File: src/rtl/urp_pcie_tx_arbiter.sv
// Transmit arbiter for PCIe posted/non-posted TLPs: round-robin between two
// header-credit-gated sources feeding a single output register.
module urp_pcie_tx_arbiter #(
  parameter int unsigned PH_CREDITS  = 8,
  parameter int unsigned NPH_CREDITS = 8
) (
  input  logic         clk,
  input  logic         rst,
  input  logic [223:0] p_tlp_i,
  input  logic         p_valid_i,
  output logic         p_ready_o,
  input  logic [223:0] np_tlp_i,
  input  logic         np_valid_i,
  output logic         np_ready_o,
  input  logic         ph_ret_i,
  input  logic         nph_ret_i,
  output logic [223:0] tlp_o,
  output logic         tlp_valid_o,
  input  logic         tlp_ready_i,
  output logic         tlp_src_o,
  output logic [7:0]   ph_cnt_o,
  output logic [7:0]   nph_cnt_o,
  output logic         cred_err_o,
  output logic         dbg_state_o
);

  // Handshakes: a source TLP moves when its *_valid_i and *_ready_o are both 1
  // in the same cycle; tlp_o moves when tlp_valid_o and tlp_ready_i are both 1.
  // Ready outputs may depend on valid inputs; tlp_valid_o is purely registered.

  typedef enum logic {
    ST_EMPTY = 1'b0,
    ST_FULL  = 1'b1
  } state_t;

  localparam logic [7:0] PH_INIT  = 8'(PH_CREDITS);
  localparam logic [7:0] NPH_INIT = 8'(NPH_CREDITS);

  state_t       state_q, state_d;
  logic [223:0] tlp_q, tlp_d;
  logic         src_q, src_d;
  logic         last_np_q, last_np_d;
  logic [7:0]   ph_cnt_q, ph_cnt_d;
  logic [7:0]   nph_cnt_q, nph_cnt_d;
  logic         err_q, err_d;

  logic p_elig, np_elig, load_ok, grant_p, grant_np;

  always_comb begin
    state_d   = state_q;
    tlp_d     = tlp_q;
    src_d     = src_q;
    last_np_d = last_np_q;
    ph_cnt_d  = ph_cnt_q;
    nph_cnt_d = nph_cnt_q;
    err_d     = err_q;

    p_elig   = p_valid_i && (ph_cnt_q != 8'd0);
    np_elig  = np_valid_i && (nph_cnt_q != 8'd0);
    load_ok  = (state_q == ST_EMPTY) || tlp_ready_i;
    // On a tie the pointer picks the class not served last.
    grant_p  = !rst && load_ok && p_elig && (!np_elig || last_np_q);
    grant_np = !rst && load_ok && np_elig && !grant_p;

    if (load_ok) begin
      state_d = (grant_p || grant_np) ? ST_FULL : ST_EMPTY;
    end
    if (grant_p) begin
      tlp_d     = p_tlp_i;
      src_d     = 1'b0;
      last_np_d = 1'b0;
    end else if (grant_np) begin
      tlp_d     = np_tlp_i;
      src_d     = 1'b1;
      last_np_d = 1'b1;
    end

    case ({grant_p, ph_ret_i})
      2'b10: ph_cnt_d = ph_cnt_q - 8'd1;
      2'b01: begin
        if (ph_cnt_q == PH_INIT) err_d = 1'b1;
        else                     ph_cnt_d = ph_cnt_q + 8'd1;
      end
      default: ph_cnt_d = ph_cnt_q;
    endcase

    case ({grant_np, nph_ret_i})
      2'b10: nph_cnt_d = nph_cnt_q - 8'd1;
      2'b01: begin
        if (nph_cnt_q == NPH_INIT) err_d = 1'b1;
        else                       nph_cnt_d = nph_cnt_q + 8'd1;
      end
      default: nph_cnt_d = nph_cnt_q;
    endcase
  end

  always_ff @(posedge clk or posedge rst) begin
    if (rst) begin
      state_q   <= ST_EMPTY;
      tlp_q     <= '0;
      src_q     <= 1'b0;
      last_np_q <= 1'b1;
      ph_cnt_q  <= PH_INIT;
      nph_cnt_q <= NPH_INIT;
      err_q     <= 1'b0;
    end else begin
      state_q   <= state_d;
      tlp_q     <= tlp_d;
      src_q     <= src_d;
      last_np_q <= last_np_d;
      ph_cnt_q  <= ph_cnt_d;
      nph_cnt_q <= nph_cnt_d;
      err_q     <= err_d;
    end
  end

  assign p_ready_o   = grant_p;
  assign np_ready_o  = grant_np;
  assign tlp_o       = tlp_q;
  assign tlp_valid_o = (state_q == ST_FULL);
  assign tlp_src_o   = src_q;
  assign ph_cnt_o    = ph_cnt_q;
  assign nph_cnt_o   = nph_cnt_q;
  assign cred_err_o  = err_q;
  assign dbg_state_o = state_q;

endmodule

File: config.mk
export PLATFORM = sky130hd
export DESIGN_NAME = urp_pcie_tx_arbiter
export DESIGN_NICKNAME = d
export VERILOG_FILES = /design/src/rtl/urp_pcie_tx_arbiter.sv
export SDC_FILE = /design/constraint.sdc
export NUM_CORES = 1
export LEC_CHECK = 0
export ABC_AREA = 1
export CORE_AREA = 2 2 270 272
export DETAILED_ROUTE_END_ITERATION = 12
export DIE_AREA = 0 0 272 274
export PLACE_DENSITY = 0.45
export SKIP_LAST_GASP = 1
export SLEW_MARGIN = 10
export SYNTH_ARGS = -nofsm -noshare
export SYNTH_HDL_FRONTEND = slang
export SYNTH_SLANG_ARGS = --single-unit
File: constraint.sdc
create_clock -name clk -period 8 [get_ports clk]
set_clock_uncertainty 0.05 [all_clocks]
set_input_delay 1.2 -clock clk [delete_from_list [all_inputs] [get_ports clk]]
set_output_delay 1.2 -clock clk [all_outputs]
set_load 0.02 [all_outputs]
==> results.toml <==
[global_routing]
grt_busiest_layer = "met2"
grt_pass1_vias = 11800
grt_max_degree = 142
antenna_found_initial = 6
groute.usage.overall = 0.129
grt_pass1_wl_um = 74400
grt.overflow.total = 0
grt_use_met3 = 0.0441
grtUsageMet1 = 0.154
met2_usage = 0.221

[sta]
tightest_slew_ps = 1210
fin_crit_ps = 4810
slew_headroom = 0.190
setup-tns-final_ps = 0
rsz0062_at_grt = "false"
fmax_mhz = 208
period_share = 0.601
hold_viol_final = 0
holdWs_ps = 426
setup_viol = 0
drv_slew = 0

[finish]
drive_gt1_frac = 0.0355
n_fill_cell = 7753
syn_to_final_growth_pct = 79.7
nNetsFinal = 2533
design_area_um2 = 20100
fin_util = 0.279

[yosys]
netlist_area_um2 = 11200
ys_seq_area_frac = 0.546
synth_nets = 1864
syn_area_per_cell_um2 = 8.03
post_synth_num_cell_types = 29
syn-instance-count = 1394
ys_warn_count = 0
ys_ff_latch = 244

[floorplan]
dieWidth_um = 272
io_pins = 701
dieArea_um2 = 74500
die_h_um = 274
row_count = 99
core_um2 = 72000
start_util = 0.156

[drt]
drc = 0
avgRoutedWirePerCell_um = 16.6
final_antenna_net_count = 0
drt-total-wl_um = 50500
first_iter_violations = 646
avgViaCountPerCell = 3.88
num_vias = 11800
drt_pass1_iterations = 5

[worst_setup_path]
path_max_fanout = 72
cp-start-kind = "primary input"
arrival_ps = 3560
worst-endpoint-required_ps = 6750
crit_type = "primary input to primary output"
r2r_start = "ph_cnt_o[3]"
cp-end-kind = "primary output"
startpoint = "rst"

[cts]
cts_setup_buffers = 0
cts_buffer_depth = 3
cts.sinks = 244
cts_root_buf = "clkbuf_16"
hold_buffers = 0
cts.htree.levels = 2
cts_resized = 0
clk_latency_ps = 530
cts_tree = "built"
clk_pin_slew_ps = 50
cts_made_buffers = 34

[power]
ir_worst_vdd_mv = 0.127
power_density_nw_per_um2 = 285
clkPwrFrac = 0.256
p_sw_uw = 2120
seqPwrFrac = 0.326
p_leak_uw = 0.00875
combPwrFrac = 0.418
switching_share = 0.370
p_int_uw = 3610

[flow_run]
cap_violations = 0

[worst_hold_path]
hold_path_class = "flop to flop"
min-delay-start = "tlp_o[151]"

[status]
status = "complete, no violations"

[place]
finalWeightedCongestion = 0.840
place_area_um2 = 19100
dp_hpwl_um = 36900
io_buffers = 700
## worst paths after layout
path	end	slack, ps	cells past startpoint
min in group asynchronous	tlp_o[54]	1110	2
setup / recovery	np_ready_o	3190	7
setup reg to reg	ph_cnt_o[7]	4800	18
max in group asynchronous	tlp_o[177]	5090	3
hold / removal	tlp_o[151]	430	2
hold reg to reg	tlp_o[151]	430	2
## kinds of logic after synthesis
group	share of synthesized area
xor+xnor	0.00548
flops	0.546
simple gates	0.369
buf+inv	0.0503
compound gates	0.0117
fa+ha+maj	0.0181
## cell usage in the layout (no fill, tap or decap), types with 4 or more instances in the layout
master             n
xor2_1             6
buf_4              5
nand3_1          245
ha_1              13
clkdlybuf4s50_1  700
clkbuf_16         35
clkbuf_1          10
nand2_2            4
a21oi_1           10
dfrtp_1          241
nand2_1          721
o21ai_0           15
inv_1             28
nor2_1            11
clkbuf_8           8
## worst max-delay path, cell delays in order
cell,delay (ps)
clkdlybuf4s50_1,520
nor2_2,190
inv_1,110
nor2_8,210
nand2_2,120
inv_6,460
clkdlybuf4s50_1,720
## per-stage QoR
| stage | worst slack (ps) | total power [uW] | instances |
|---|---|---|---|
| 6_report | 3190 | 5730 | 3045 |
| 5_1_grt | 3050 | 6110 | 3045 |
| 4_1_cts | 3140 | 5850 | 3043 |
| 3_5_place_dp | 3140 | 4310 | 2986 |
| 3_3_place_gp | 3110 | 4300 | 2986 |
| 2_1_floorplan | 53.4 | 3010 | 1394 |
## sequential cells by signal (all words and copies together) (netlist names)
name	cells
nph_cnt_o	8
last_np_q	1
dbg_state_o	1
cred_err_o	1
tlp_o	224
ph_cnt_o	8
tlp_src_o	1
## synthesized netlist by cell type, drive strengths merged
cell type  instances  area share
dfstp              3      0.0070
fa                 2      0.0036
nand4              1     0.00056
and3               1     0.00056
a31oi              1     0.00056
xnor2              1     0.00078
clkbuf             7      0.0023
a21oi             10      0.0045
nand3            246        0.11
nand2            726        0.25
o21ai             15      0.0067
or2                3      0.0017
dfrtp            241        0.54
buf               67       0.037
nor3               1     0.00045
xor2               6      0.0047
nand3b             3      0.0020
ha                13       0.015
nor2              14      0.0078
inv               33       0.011
## power by group through the flow
stage / logic (uW) / clock network, uW / registers, uW
finish: 2390 / 1460 / 1870
global route: 2610 / 1580 / 1920
CTS: 2440 / 1530 / 1870
detailed placement: 2430 / 0 / 1890
global placement: 2430 / 0 / 1870
floorplan: 696 / 0 / 2310
## metal layers
metal	vias to the layer above	wire length, um
li1	5769	-
met1	5526	20200
met2	455	24700
met3	69	4390
met4	6	1190
met5	-	44
## layout make-up
| type | count | area [um2] | area share |
|---|---|---|---|
| Tap cell | 959 | 1200 | 0.0597 |
| Clock buffer | 53 | 1020 | 0.0509 |
| Clock inverter | 4 | 27.5 | 0.00137 |
| Multi-Input combinational cell | 1043 | 4520 | 0.225 |
| Timing Repair Buffer | 707 | 7080 | 0.352 |
| Antenna cell | 2 | 5.00 | 0.000249 |
| Sequential cell | 244 | 6110 | 0.304 |
| Inverter | 33 | 141 | 0.00703 |
Power figures use the tool's default switching activity.
